===== config.mk =====
export PLATFORM = sky130hd
export DESIGN_NAME = seg7_display_arbiter
export DESIGN_NICKNAME = d
export VERILOG_FILES = /design/src/rtl/seg7_display_arbiter.sv
export SDC_FILE = /design/constraint.sdc
export NUM_CORES = 1
export LEC_CHECK = 0
export ABC_AREA = 0
export BUFFER_PORTS_ARGS = -buffer_cell sky130_fd_sc_hd__buf_2
export CORE_ASPECT_RATIO = 1.2
export CORE_UTILIZATION = 45
export CTS_CLUSTER_SIZE = 12
export DETAILED_ROUTE_END_ITERATION = 12
export GPL_TIMING_DRIVEN = 0
export PLACE_DENSITY = 0.79
export RECOVER_POWER = 25
export SLEW_MARGIN = 10
export SYNTH_ARGS = -nofsm -noshare
export SYNTH_HDL_FRONTEND = slang
export SYNTH_SLANG_ARGS = --single-unit

===== constraint.sdc =====
create_clock -name clk -period 3.39 [get_ports clk]
set_input_delay 0 -clock clk [delete_from_list [all_inputs] [get_ports clk]]
set_output_delay 0 -clock clk [all_outputs]
set_load 0.01 [all_outputs]

===== src/rtl/seg7_display_arbiter.sv =====
// seg7_display_arbiter
//   Shares one multiplexed 4-digit 7-segment display between two requesters.
//   A free-running divider paces the digit scan. Ownership is re-arbitrated
//   only at frame boundaries (last digit of the scan), so a requester always
//   sees whole frames and an owner that keeps requesting is never displaced.
//
// Ports
//   clk    in   system clock, rising edge
//   rst    in   asynchronous active-high reset
//   req0   in   requester 0 wants the display
//   data0  in   requester 0 BCD frame {thousands, hundreds, tens, ones}
//   req1   in   requester 1 wants the display
//   data1  in   requester 1 BCD frame, same layout
//   gnt0   out  requester 0 owns the display
//   gnt1   out  requester 1 owns the display
//   digit  out  nibble of the active digit
//   an     out  active-low anode enables, at most one low
//
// Parameter
//   DIV_MAX  scan tick period in clk cycles (2..65535)
//
// Build option
//   SEG7_LZ_BLANK_EN  when defined, leading-zero digits are blanked
//                     (the ones digit always lights).
//
// State  | meaning
// -------+-----------------------------------------
// IDLE   | nobody owns the display, frame held
// OWN0   | requester 0 owns the display
// OWN1   | requester 1 owns the display

module seg7_display_arbiter #(
  parameter int DIV_MAX = 2000
) (
  input  logic        clk,
  input  logic        rst,
  input  logic        req0,
  input  logic [15:0] data0,
  input  logic        req1,
  input  logic [15:0] data1,
  output logic        gnt0,
  output logic        gnt1,
  output logic [3:0]  digit,
  output logic [3:0]  an
);

  typedef enum logic [1:0] {
    IDLE = 2'd0,
    OWN0 = 2'd1,
    OWN1 = 2'd2
  } state_t;

  state_t      state, state_nxt;
  logic [15:0] div_cnt;
  logic [1:0]  idx;
  logic [15:0] frame;
  logic        last_own;   // 1: requester 1 was the most recent owner
  logic        tick;
  logic        fb;

  assign tick = (div_cnt == 16'(DIV_MAX - 1));
  assign fb   = tick && (idx == 2'd3);

  always_ff @(posedge clk or posedge rst) begin
    if (rst) begin
      div_cnt <= 16'd0;
      idx     <= 2'd0;
    end else begin
      if (tick) begin
        div_cnt <= 16'd0;
        idx     <= idx + 2'd1;
      end else begin
        div_cnt <= div_cnt + 16'd1;
      end
    end
  end

  // Owner keeps the display while requesting; otherwise hand over; from IDLE
  // with both requesting, favour the one that did not own it last.
  always_comb begin
    state_nxt = state;
    case (state)
      OWN0: begin
        if (req0)      state_nxt = OWN0;
        else if (req1) state_nxt = OWN1;
        else           state_nxt = IDLE;
      end
      OWN1: begin
        if (req1)      state_nxt = OWN1;
        else if (req0) state_nxt = OWN0;
        else           state_nxt = IDLE;
      end
      default: begin
        if (req0 && req1) state_nxt = last_own ? OWN0 : OWN1;
        else if (req0)    state_nxt = OWN0;
        else if (req1)    state_nxt = OWN1;
        else              state_nxt = IDLE;
      end
    endcase
  end

  always_ff @(posedge clk or posedge rst) begin
    if (rst) begin
      state    <= IDLE;
      frame    <= 16'h0000;
      last_own <= 1'b1;
    end else if (fb) begin
      state <= state_nxt;
      case (state_nxt)
        OWN0: begin
          frame    <= data0;
          last_own <= 1'b0;
        end
        OWN1: begin
          frame    <= data1;
          last_own <= 1'b1;
        end
        default: frame <= frame;
      endcase
    end
  end

  assign gnt0 = (state == OWN0);
  assign gnt1 = (state == OWN1);

  always_comb begin
    digit = frame[3:0];
    case (idx)
      2'd0:    digit = frame[3:0];
      2'd1:    digit = frame[7:4];
      2'd2:    digit = frame[11:8];
      default: digit = frame[15:12];
    endcase
  end

`ifdef SEG7_LZ_BLANK_EN
  logic [1:0] msd;   // position of the most significant nonzero nibble

  always_comb begin
    msd = 2'd0;
    if (frame[15:12] != 4'h0)     msd = 2'd3;
    else if (frame[11:8] != 4'h0) msd = 2'd2;
    else if (frame[7:4] != 4'h0)  msd = 2'd1;
  end

  always_comb begin
    an = 4'b1111;
    if (idx <= msd) an = ~(4'b0001 << idx);
  end
`else
  always_comb begin
    an = ~(4'b0001 << idx);
  end
`endif

endmodule


==> flow_metrics.tcl <==
set metrics [dict create \
    status "completed" \
    path_max_fanout 10 \
    clkTransAtPathRegs_ns 0.07 \
    avgRoutedWirePerCell_microns 13.1 \
    reg2reg_to "frame[1]" \
    max_stage_delay_ns 0.51 \
    die-width_microns 63.1 \
    relSlewSlack_pct 10.7 \
    cts_buffer_depth 2 \
    tightest_slew_ns 1.34 \
    grt_usage_pct 17.2 \
    reg2reg_slack_ns 0.28 \
    cp-end-kind "register" \
    ctsHtreeMaxLevel 2 \
    hold_viol_final 0 \
    crit_family "buffers and inverters" \
    synth_top_area_share_pct 44.7 \
    yosys-top-cells-area "dfrtp_1 (45%), mux2_2 (12%), mux2i_1 (6.0%)" \
    cts-root-buf "clkbuf_8" \
    powerDensity_mw_per_mm2 361 \
    wirelength_microns 3670 \
    crit_chain "inv_1, ha_1, o311ai_0, ha_1, clkbuf_1, clkbuf_1, mux2_2, mux2_4" \
    fin_crit_ns 3.11 \
    irDropWorstVdd_mv 0.136 \
    ant_nets 0 \
    multiInputGateArea_sq_um 1000 \
    start_kind "register" \
    post_cts_buffers 0 \
    tritoncts "yes" \
    clkSinkCount 37 \
    syn_inst 170 \
    rsz0062_at_grt "no" \
    initial_utilization_pct 47.3 \
    drt_iter0_drc 47 \
    layout-drive-gt1-share_pct 37.9 \
    synth_cell_types 31 \
    syn_area_sq_mm 0.00202 \
    finalCritPeriodShare_pct 91.8 \
    crit_slowest_cell "clkbuf_1" \
    synth.yosys.warnings 0 \
    yosysTopAreaCell "dfrtp_1" \
    vias_per_cell 5.16 \
    cellLeakagePower_nw 1.18 \
    total_power_mw 0.881 \
    grt_max_degree 38 \
    vias 1445 \
    yosysSeqAreaShare_pct 46.0 \
    first_pass_iters 4 \
    max_freq_ghz 0.321 \
    diodes 0 \
    io_buffer_count 45 \
    regArea_sq_um 927 \
    synth.most_common_cell "dfrtp_1" \
    placeableCoreArea_sq_mm 0.00426 \
    hold_path_class "in2reg" \
    hp-start "data0[12]" \
    postCtsResizedCells 0 \
    n_fill_cell 371 \
    dieArea_sq_mm 0.00475 \
    synthTopCellsByCount "dfrtp_1 (36), mux2_2 (21), inv_1 (14), mux2i_1 (12), nor2_1 (10)" \
    syn_to_final_growth_pct 21.1 \
    r2r-start "state[0]" \
    drv_cap 0 \
    synth_edf_count 0 \
    syn_area_per_cell_sq_um 11.9 \
    maxSlewViolCount 0 \
    required_ns 3.56 \
    dp_hpwl_microns 2830 \
    r2r_cells 8 \
    io_pins 46 \
    grt_remaining_overflow 0 \
    tns_ns 0 \
    ys_seq_elements 37 \
    synth-async-reset-ratio_pct 100 \
    fin_skew_ns 0.00442 \
    synth_nets 215 \
    holdPathEnd "frame[12]" \
    setup_viol 0 \
    worstSetupPathType "reg2reg" \
    die_h_microns 75.3 \
    fp-row-count 26 \
    cts_buffers 5 \
    gp_congestion 0.737 \
    worstSkewPairLatency_ns 0.29 \
    antenna_found_initial 0 \
    yosys_most_used_dff "dfrtp_1" \
    drcViolationCount 0 \
    nNetsFinal 268 \
    grt_first_pass_wirelength_microns 6220 \
    critPathBufInv 3 \
    whs_path_depth 3 \
    crit_arrival_ns 3.29 \
    grt_pass1_vias 1477 \
]
==> placed cells by master, fill, tap and decap left out, drive strengths merged <==
cell type	instances
and2	1
clkinvlp	1
ha	9
nand3b	1
nand2	5
dfstp	1
nand4	5
nor3	5
or4	3
and4	2
buf	47
xor2	8
nor2	10
nor4	1
o311ai	1
bufinv	1
xnor2	6
o21ai	3
dfrtp	36
or2	1
inv	14
nor2b	2
mux2	27
mux2i	12
clkbuf	9
or4b	1
nand3	5
a222oi	4
and3	1
o311a	1
dlygate4sd3	1
==> how the worst max path moves through the flow <==
stage                        start       end  slack [ns]  depth (start not counted)
after global routing      state[0]  frame[4]        0.03                          8
after global placement    state[0]  frame[2]        0.26                          8
after detailed placement  state[0]  frame[0]        0.23                          8
after CTS                 state[0]  frame[0]        0.23                          8
after floorplan           state[0]  frame[0]        0.68                          9
final                     state[0]  frame[1]        0.28                          8
==> registers in the layout, indices dropped and copies added, names as in the netlist <==
name,count
state,2
idx,2
div_cnt,16
last_own,1
frame,16
==> cell type report <==
| cell class | count | area share [%] |
|---|---|---|
| plain buffers | 5 | 1.49 |
| clock buffers | 6 | 3.38 |
| clock inverters | 2 | 1.54 |
| inverters | 14 | 2.15 |
| multi-input cells | 114 | 41.0 |
| flip-flops and latches | 37 | 38.0 |
| well taps | 56 | 2.87 |
| repair buffers | 46 | 9.64 |
==> worst register-to-register path: cells and delay by family (launching register included) <==
kind	cells	cell delay (ns)
buffers and inverters	3	0.94
DFF	1	0.37
AOI/OAI and AO/OA	1	0.47
muxes	2	0.66
adders and majority gates	2	0.56
==> kinds of logic after synthesis <==
| group | after synthesis | share of synthesized area (%) |
|---|---|---|
| AO/OA/AOI/OAI | 9 | 3.66 |
| XOR/XNOR | 14 | 6.08 |
| adder cells (fa/ha/maj) | 9 | 5.59 |
| buffers and inverters | 19 | 4.41 |
| flip-flops | 37 | 46.0 |
| multiplexers | 39 | 22.2 |
| AND/OR/NAND/NOR | 43 | 12.1 |
==> per-stage QoR <==
step	area [sq um]	util, %	hold WS (ns)	instances	setup WS (ns)
finish	2440	57.3	0.0137	280	0.278
global route	2440	57.3	0.0414	280	0.0266
CTS	2440	57.3	0.00948	280	0.231
detailed placement	2310	54.2	0.178	271	0.230
global placement	2310	54.2	0.301	271	0.257
floorplan	2020	-	0.179	170	0.679
==> metal layers <==
metal / up-vias / global-route usage (%) / routed length, microns
li1: 708 / - / -
met1: 685 / 17.4 / 1480
met2: 47 / 33.8 / 1920
met3: 5 / 3.89 / 204
met4: 0 / 7.75 / 65
met5: - / 0 / 0
==> power by group <==
group	internal [mW]	switching (mW)
Sequential	0.441	0
Combinational	0.0278	0.0224
Clock	0.239	0.151
==> repair_timing <==
item	CTS	global route
setup endpoints to repair	0	0
endpoints found under the hold margin	36	0
hold buffers	1	0
(Power assumes the default switching activity.)
